`config.mk`:
```
export PLATFORM = sky130hd
export DESIGN_NAME = mips_cpu_muldiv_ctrl
export DESIGN_NICKNAME = d
export VERILOG_FILES = /design/src/rtl/mips_cpu_muldiv_ctrl.sv
export SDC_FILE = /design/constraint.sdc
export NUM_CORES = 1
export LEC_CHECK = 0
export ABC_AREA = 1
export CAP_MARGIN = 20
export CORE_ASPECT_RATIO = 1.75
export CORE_UTILIZATION = 64
export DETAILED_ROUTE_END_ITERATION = 8
export GPL_ROUTABILITY_DRIVEN = 0
export PLACE_DENSITY = 0.92
export SLEW_MARGIN = 20
export SYNTH_ARGS = -nofsm -noshare
export SYNTH_HDL_FRONTEND = slang
export SYNTH_SLANG_ARGS = --single-unit
```
`constraint.sdc`:
```
create_clock -name clk -period 5.8 [get_ports clk]
set_clock_uncertainty 0.1 [all_clocks]
set_input_delay 1.16 -clock clk [delete_from_list [all_inputs] [get_ports clk]]
set_output_delay 1.16 -clock clk [all_outputs]
set_load 0.02 [all_outputs]
```
`src/rtl/mips_cpu_muldiv_ctrl.sv`:
```
// Iterative HI/LO multiply/divide sequencer: shift-add MULT/MULTU, restoring DIV/DIVU, one bit per cycle.
// Optional `MULDIV_EARLY_TERM_EN: multiplies stop once the remaining multiplier bits are zero.
module mips_cpu_muldiv_ctrl #(
    parameter int unsigned WIDTH = 32
) (
    input  logic             clk,
    input  logic             reset,
    input  logic             clk_enable,
    input  logic             start,
    input  logic [1:0]       op,
    input  logic [WIDTH-1:0] a,
    input  logic [WIDTH-1:0] b,
    input  logic             hi_write,
    input  logic             lo_write,
    input  logic [WIDTH-1:0] wdata,
    output logic             busy,
    output logic             done,
    output logic [WIDTH-1:0] hi,
    output logic [WIDTH-1:0] lo
);
    localparam int unsigned   CW   = $clog2(WIDTH + 1);
    localparam logic [CW-1:0] LAST = CW'(WIDTH - 1);

    typedef enum logic [1:0] {S_IDLE, S_CALC, S_FIXUP} state_t;

    state_t           state_q, state_d;
    logic             div_q, div_d;
    logic             sa_q, sa_d;
    logic             sb_q, sb_d;
    logic [CW-1:0]    count_q, count_d;
    logic [WIDTH-1:0] acc_q, acc_d;      // product high half / partial remainder
    logic [WIDTH-1:0] mq_q, mq_d;        // multiplier shifting out, quotient shifting in
    logic [WIDTH-1:0] opnd_q, opnd_d;    // |a| multiplicand or |b| divisor
    logic [WIDTH-1:0] hi_q, hi_d;
    logic [WIDTH-1:0] lo_q, lo_d;
    logic             busy_q, busy_d;
    logic             done_q, done_d;

    logic               is_signed;
    logic [WIDTH-1:0]   mag_a, mag_b;
    logic [WIDTH:0]     mul_sum;
    logic [WIDTH:0]     div_shift;
    logic               div_ge;
    logic [WIDTH-1:0]   div_diff;
    logic [2*WIDTH-1:0] prod_raw, prod;
    logic [WIDTH-1:0]   quo, rem;

    always_comb begin
        is_signed = ~op[0];
        mag_a     = (is_signed && a[WIDTH-1]) ? -a : a;
        mag_b     = (is_signed && b[WIDTH-1]) ? -b : b;
        mul_sum   = {1'b0, acc_q} + (mq_q[0] ? {1'b0, opnd_q} : '0);
        div_shift = {acc_q, mq_q[WIDTH-1]};
        div_ge    = div_shift >= {1'b0, opnd_q};
        // remainder stays below the divisor, so the low WIDTH bits hold the full difference
        div_diff  = div_shift[WIDTH-1:0] - opnd_q;
        prod_raw  = {acc_q, mq_q};
`ifdef MULDIV_EARLY_TERM_EN
        // a run stopped after count_q iterations lacks WIDTH-count_q pure shifts
        prod_raw  = prod_raw >> (CW'(WIDTH) - count_q);
`endif
        prod      = (sa_q ^ sb_q) ? -prod_raw : prod_raw;
        quo       = (sa_q ^ sb_q) ? -mq_q : mq_q;
        rem       = sa_q ? -acc_q : acc_q;
    end

    always_comb begin
        state_d = state_q;
        div_d   = div_q;
        sa_d    = sa_q;
        sb_d    = sb_q;
        count_d = count_q;
        acc_d   = acc_q;
        mq_d    = mq_q;
        opnd_d  = opnd_q;
        hi_d    = hi_q;
        lo_d    = lo_q;

        unique case (state_q)
            S_IDLE: begin
                if (hi_write) hi_d = wdata;
                if (lo_write) lo_d = wdata;
                if (start) begin
                    div_d   = op[1];
                    sa_d    = is_signed & a[WIDTH-1];
                    sb_d    = is_signed & b[WIDTH-1];
                    count_d = '0;
                    acc_d   = '0;
                    mq_d    = op[1] ? mag_a : mag_b;
                    opnd_d  = op[1] ? mag_b : mag_a;
                    state_d = S_CALC;
                end
            end
            S_CALC: begin
                if (div_q) begin
                    acc_d = div_ge ? div_diff : div_shift[WIDTH-1:0];
                    mq_d  = {mq_q[WIDTH-2:0], div_ge};
                end else begin
                    acc_d = mul_sum[WIDTH:1];
                    mq_d  = {mul_sum[0], mq_q[WIDTH-1:1]};
                end
                count_d = count_q + 1'b1;
                if (count_q == LAST) state_d = S_FIXUP;
`ifdef MULDIV_EARLY_TERM_EN
                if (!div_q && ((mq_d & ({WIDTH{1'b1}} >> count_d)) == '0)) state_d = S_FIXUP;
`endif
            end
            S_FIXUP: begin
                hi_d    = div_q ? rem : prod[2*WIDTH-1:WIDTH];
                lo_d    = div_q ? quo : prod[WIDTH-1:0];
                state_d = S_IDLE;
            end
            default: state_d = S_IDLE;
        endcase

        busy_d = (state_d != S_IDLE);
        done_d = (state_q == S_FIXUP);
    end

    always_ff @(posedge clk) begin
        if (reset) begin
            state_q <= S_IDLE;
            div_q   <= 1'b0;
            sa_q    <= 1'b0;
            sb_q    <= 1'b0;
            count_q <= '0;
            acc_q   <= '0;
            mq_q    <= '0;
            opnd_q  <= '0;
            hi_q    <= '0;
            lo_q    <= '0;
            busy_q  <= 1'b0;
            done_q  <= 1'b0;
        end else if (clk_enable) begin
            state_q <= state_d;
            div_q   <= div_d;
            sa_q    <= sa_d;
            sb_q    <= sb_d;
            count_q <= count_d;
            acc_q   <= acc_d;
            mq_q    <= mq_d;
            opnd_q  <= opnd_d;
            hi_q    <= hi_d;
            lo_q    <= lo_d;
            busy_q  <= busy_d;
            done_q  <= done_d;
        end
    end

    assign busy = busy_q;
    assign done = done_q;
    assign hi   = hi_q;
    assign lo   = lo_q;
endmodule

```
==> flow_summary.json, run 1 <==
{
  "outcome": "did not finish",
  "stop_stage": "global routing (5_1_grt)",
  "stop_error": "[ERROR GRT-0116] Global routing finished with congestion. Check the congestion regions in the DRC Viewer.",
  "die_y_um": 223,
  "initial_core_util": 0.651,
  "yosys-top-cells-area": "dfxtp_1 (19%), nand2_1 (19%), inv_1 (9.8%)",
  "cts_buffers": 17,
  "synth_flop_cell": "dfxtp_1",
  "yosysTopAreaCell": "dfxtp_1",
  "synth_edf_count": 0,
  "synth.most_common_cell": "nand2_1",
  "syn_area_mm2": 0.0178,
  "port_buffers": 169,
  "die_w_um": 128,
  "synth_async_sr_flop_share": 0,
  "ctsResizeCount": 0,
  "synth_nets": 3404,
  "yosys_warnings": 0,
  "grt.overflow.total": 3,
  "clk_path_buf_depth": 2,
  "cts_root_buffer": "clkbuf_16",
  "row_count": 80,
  "yosysTopAreaCellShare": 0.195,
  "seq_area_frac_synth": 0.195,
  "ys_ff_latch": 173,
  "clock-sinks": 173,
  "ys_types": 51,
  "ctsHoldBuffers": 0,
  "grt_max_degree": 72,
  "grt_pass1_vias": 22800,
  "netlist_top_cells_count": "nand2_1 (916), inv_1 (466), nand3_1 (310)",
  "syn_inst": 3229,
  "syn_avg_cell_area_um2": 5.51,
  "postCtsSetupBuffers": 0,
  "gr-usage-all-layers": 0.560,
  "io_pins": 170,
  "dp_hpwl_um": 55600,
  "htreeDepth": 4,
  "grt_pass1_wl_um": 122000
}
==> stage by stage <==
step / setup slack [ns] / hold slack, ns / utilization / instance area [µm²] / cells
floorplan: 3.13 / 0.323 / - / 17800 / 3229
detailed placement: 1.87 / 0.351 / 0.715 / 19500 / 3655
global placement: 1.90 / 0.338 / 0.715 / 19500 / 3655
CTS: 2.22 / 0.363 / 0.738 / 20200 / 3687
==> cells by family after synthesis <==
kind of cell             count (synthesis)  synth area share
XOR/XNOR                                60            0.0295
AND/OR/NAND/NOR                       1658             0.391
adder cells (fa/ha/maj)                 71            0.0507
AO/OA/AOI/OAI                          664             0.204
buffers and inverters                  603             0.131
flip-flops                             173             0.195
==> routing by layer <==
metal	GRT usage	GRT overflow
met3	0.262	0
met2	0.819	1
met1	0.564	0
met4	0.557	2
met5	0.0838	0
==> run 2: changes to the inputs <==
- CORE_ASPECT_RATIO: 1.75 -> default
- CORE_UTILIZATION: 64 -> 40
- PLACE_DENSITY: 0.92 -> default
- PLACE_DENSITY_LB_ADDON: default -> 0.15
==> run 2 against run 1 <==
  * The flow now finishes without violations
  * Synthesized cell count stayed put
  * Synthesized area unchanged
==> flow_summary.json, run 2 <==
{
  "outcome": "finished, final reports clean",
  "core-area_mm2": 0.0435,
  "syn_inst": 3229,
  "viasPerCell": 5.63,
  "initial_core_util": 0.410,
  "hold_viol": 0,
  "postCtsSetupBuffers": 0,
  "tightest_slew_ns": 1.12,
  "cp.arrival_ns": 3.92,
  "syn_avg_cell_area_um2": 5.51,
  "required_ns": 6.02,
  "fmax_mhz": 270,
  "synth_edf_count": 0,
  "finalPower_mw": 3.93,
  "gr-usage-all-layers": 0.325,
  "grt_max_degree": 73,
  "grt_pass1_vias": 19900,
  "yosys-top-cells-area": "dfxtp_1 (19%), nand2_1 (19%), inv_1 (9.8%)",
  "clk_path_buf_depth": 2,
  "synth_nets": 3404,
  "peakVddDrop_uv": 214,
  "drt_iter0_drc": 2855,
  "finalWirelength_um": 75000,
  "netlist_top_cells_count": "nand2_1 (916), inv_1 (466), nand3_1 (310)",
  "fin_nets": 3483,
  "dp_hpwl_um": 59900,
  "insertion_delay_ns": 0.46,
  "die_w_um": 213,
  "final_cell_mix": "nand2_1 (916), inv_1 (464), nand3_1 (310)",
  "ctsHoldBuffers": 0,
  "timing.hold.ws_ns": 0.365,
  "max_slew_margin": 0.255,
  "p_per_area_mw_per_mm2": 192,
  "synth_async_sr_flop_share": 0,
  "yosysTopAreaCellShare": 0.195,
  "ant_nets": 0,
  "layout-drive-gt1-share": 0.0301,
  "synth_flop_cell": "dfxtp_1",
  "grt_pass1_wl_um": 113000,
  "min_period_over_period": 0.638,
  "cap_viol_max_count": 0,
  "fin_tns_setup_ns": 0,
  "clock-sinks": 173,
  "antenna_found_initial": 1,
  "drc": 0,
  "min_period_ns": 3.70,
  "wl_per_cell_um": 19.2,
  "critPathLaunchType": "primary input",
  "syn_area_mm2": 0.0178,
  "ctsResizeCount": 0,
  "dr.pass1.iters": 6,
  "cts_tree": "built",
  "setup_violations": 0,
  "vias": 22000,
  "rsz0062_at_grt": "false",
  "yosysTopAreaCell": "dfxtp_1",
  "finalNonFillerCells": 3907,
  "crit_start": "clk_enable",
  "seq_area_frac_synth": 0.195,
  "die_area_mm2": 0.0454,
  "htreeDepth": 4,
  "dp.cells": 3874,
  "ys_types": 51,
  "layout_commonest_cell": "nand2_1",
  "cp_max_fo": 40,
  "hp-start": "count_q[5]$_SDFFE_PP0P_",
  "area_delta_synth_final_pct": 14.6,
  "hold_path.class": "flop to flop",
  "ys_ff_latch": 173,
  "port_buffers": 169,
  "yosys_warnings": 0,
  "grt.overflow.total": 0,
  "leakagePower_nw": 9.86,
  "r2r_start": "state_q[0]$_SDFFE_PP0P_",
  "path_clk_slew_ns": 0.08,
  "io_pins": 170,
  "synth.most_common_cell": "nand2_1",
  "criticalPathCategory": "primary input to flop",
  "finalMaxSlewViolations": 0,
  "cts_root_buffer": "clkbuf_16",
  "die_y_um": 213,
  "end_kind": "flop",
  "cts_buffers": 17,
  "row_count": 76
}
-- run 2: layout make-up --
| type | count | area (µm²) |
|---|---|---|
| clock inverter | 13 | 125 |
| fill | 4654 | 23000 |
| clock buffer | 19 | 443 |
| antenna | 1 | 2.50 |
| sequential | 173 | 3460 |
| tap | 585 | 732 |
| inverter | 475 | 1780 |
| timing repair buffer | 188 | 1830 |
| multi-input combinational | 2453 | 12000 |
-- run 2: critical path, cell delays in order --
cell and delay (ns):
clkdlybuf4s50_1 0.55, inv_1 0.29, nor2_1 0.16, o21ai_1 0.12, buf_4 0.27, clkinv_1 0.79
o21ai_0 0.49, a31oi_1 0.07
-- run 2: cells by family (layout without fill, tap and decap cells) --
logic type / Yosys count / after routing / share of synthesized area
compound gates: 664 / 664 / 0.204
fa+ha+maj: 71 / 71 / 0.0507
xor+xnor: 60 / 60 / 0.0295
flops: 173 / 173 / 0.195
buf+inv: 603 / 695 / 0.131
simple gates: 1658 / 1658 / 0.391
other cells: 0 / 1 / 0
-- run 2: per-stage QoR --
stage	setup WS (ns)	area [µm²]	utilization
2_1_floorplan	3.13	17800	-
3_5_place_dp	1.74	19800	0.457
3_3_place_gp	1.80	19800	0.457
4_1_cts	2.21	20400	0.470
5_1_grt	1.85	20400	0.470
6_report	2.10	20400	0.470
-- run 2: path summary, 6_finish.rpt --
kind,end,slack (ns),cells past startpoint
min,count_q[5]$_SDFFE_PP0P_,0.36,1
max,hi[3]$_SDFFE_PP0P_,2.10,8
max reg2reg,acc_q[26]$_SDFFE_PP0P_,2.12,9
min reg2reg,count_q[5]$_SDFFE_PP0P_,0.36,1
-- run 2: routing by layer --
metal  up-vias  share of wire  global-route usage
met5         -        0.00017                   0
met4         2          0.053               0.163
met3       201          0.090              0.0407
met2      1202           0.44               0.518
met1      9938           0.42               0.429
li1      10600              -                   -
-- run 2: power breakdown --
group	leakage (nW)	internal, mW	switching [mW]	total (mW)
combinational	8.18	0.458	0.971	1.43
sequential	1.42	1.26	0.0762	1.33
clock	0.270	0.579	0.588	1.17
total	9.86	2.29	1.63	3.93
Note: power is estimated with default switching activity, not from simulation.
==> run 3: changes to the inputs <==
- clock period: 5.8 -> 3.9 ns (I/O delays scaled with it)
==> run 3 against run 2 <==
  * Hold slack improved by 0.0080 ns
  * Design area increased by 1.6%
  * Non-clock buffer count increased by 37
  * Global-route usage increased by 0.61 points
  * Die area unchanged
  * Largest power group unchanged
  * Routed wire length increased by 2.2%
  * Via count increased by 1.6%
  * First-iteration DRC count decreased by 6.2%
  * Final cell count increased by 0.92%
  * Worst setup slack got worse by 1.4 ns
  * Total power increased by 53%
  * Count of clock-buffer cells in the layout increased by 1
==> flow_summary.json, run 3 (same netlist as run 2, synthesis figures left out) <==
{
  "outcome": "finished, final reports clean",
  "dp_hpwl_um": 61300,
  "clk_path_buf_depth": 2,
  "ant_nets": 0,
  "max_slew_margin": 0.414,
  "grt.overflow.total": 0,
  "drc": 0,
  "ctsHoldBuffers": 0,
  "power_frac_comb": 0.362,
  "hold_path.class": "flop to flop",
  "grt_max_degree": 60,
  "post-place-ws_ns": 0.647,
  "p_int_mw": 3.55,
  "dp.cells": 3911,
  "postCtsSetupBuffers": 0,
  "leakagePower_nw": 10.1,
  "clock-sinks": 173,
  "cts_root_buffer": "clkbuf_16",
  "min_period_over_period": 0.824,
  "diodes": 0,
  "finalPower_mw": 6.00,
  "finalMaxSlewViolations": 0,
  "layout-drive-gt1-share": 0.0405,
  "gr-usage-all-layers": 0.331,
  "die_area_mm2": 0.0454,
  "viasPerCell": 5.66,
  "row_count": 76,
  "area_delta_synth_final_pct": 16.5,
  "peakVddDrop_uv": 304,
  "cts_buffers": 17,
  "criticalPathCategory": "flop to flop",
  "fin_tns_setup_ns": 0,
  "tightest_slew_ns": 0.878,
  "cp_max_fo": 4,
  "required_ns": 4.12,
  "drt_iter0_drc": 2677,
  "htreeDepth": 4,
  "hold_viol": 0,
  "dr.pass1.iters": 6,
  "grt_pass1_wl_um": 114000,
  "setup_slack_ns": 0.688,
  "grt_pass1_vias": 19900,
  "die_w_um": 213,
  "antenna_found_initial": 0,
  "ctsResizeCount": 0,
  "layout_commonest_cell": "nand2_1",
  "setup_violations": 0,
  "final_cell_mix": "nand2_1 (916), inv_1 (465), nand3_1 (310)",
  "fin_nets": 3520,
  "cts_tree": "built",
  "switchingPower_mw": 2.44,
  "initial_core_util": 0.410,
  "fin_util": 0.477,
  "insertion_delay_ns": 0.47,
  "fmax_mhz": 311,
  "finalWirelength_um": 76600,
  "p_per_area_mw_per_mm2": 289,
  "min_period_ns": 3.21,
  "critPathLaunchType": "flop",
  "wl_per_cell_um": 19.4,
  "core-area_mm2": 0.0435,
  "cap_viol_max_count": 0,
  "die_y_um": 213,
  "finalNonFillerCells": 3943,
  "hold_depth": 1,
  "pwr-share-seq": 0.328,
  "io_pins": 170,
  "clockPowerShare": 0.310,
  "path_clk_slew_ns": 0.08,
  "end_kind": "flop",
  "rr_worst_depth": 15,
  "cp.arrival_ns": 3.43,
  "rsz0062_at_grt": "false",
  "switching_share": 0.408,
  "port_buffers": 169,
  "vias": 22300
}
[run 3: cell count changes in the layout (fill, tap and decap cells not counted), sizes merged]
cell      delta
bufinv       +2
diode        -1
inv          -2
clkbuf       +1
clkinvlp     -1
buf         +37
[run 3: cell type report]
class,count,area (µm²)
repair buffers,225,2120
fillers,4713,22700
multi-input cells,2453,12000
inverters,475,1780
well taps,585,732
clock inverters,12,158
clock buffers,20,447
flip-flops and latches,173,3460
[run 3: path summary, 6_finish.rpt]
kind,from,to,slack (ns)
min reg2reg,count_q[5]$_SDFFE_PP0P_,count_q[5]$_SDFFE_PP0P_,0.37
min,count_q[5]$_SDFFE_PP0P_,count_q[5]$_SDFFE_PP0P_,0.37
max reg2reg,opnd_q[0]$_SDFFE_PP0P_,acc_q[27]$_SDFFE_PP0P_,0.69
max,opnd_q[0]$_SDFFE_PP0P_,acc_q[27]$_SDFFE_PP0P_,0.69
[run 3: metal layers]
layer  track usage  part of all wire  vias up
li1              -                 -    10700
met1         0.436              0.41    10100
met2         0.517              0.43     1315
met3        0.0450             0.096      235
met4         0.188             0.061        0
met5             0                 0        -
[run 3: worst max-delay path, stage by stage, from the launching register on]
cell	delay [ns]
dfxtp_1	0.54
nand2_1	0.09
inv_1	0.08
ha_1	0.26
inv_1	0.08
fa_1	0.50
o21ai_2	0.30
nand2_1	0.11
nand2_1	0.14
nand2_1	0.06
nand2_1	0.13
nand3_1	0.19
nand3_1	0.14
nand3_1	0.12
nand3_1	0.14
a21oi_1	0.07
[run 3: metrics by stage]
| step | hold slack [ns] | area (µm²) |
|---|---|---|
| after floorplan | 0.323 | 17800 |
| after global placement | 0.336 | 20100 |
| after detailed placement | 0.358 | 20100 |
| after CTS | 0.370 | 20700 |
| after global routing | 0.383 | 20700 |
| final | 0.373 | 20700 |
[run 3: power groups by stage]
stage / Combinational (mW) / Sequential (mW) / Clock [mW]
after global routing: 2.36 / 1.98 / 1.94
final: 2.17 / 1.97 / 1.86
after CTS: 2.11 / 1.96 / 1.86
after floorplan: 1.34 / 2.03 / 0
after global placement: 2.09 / 2.00 / 0
after detailed placement: 2.10 / 2.00 / 0
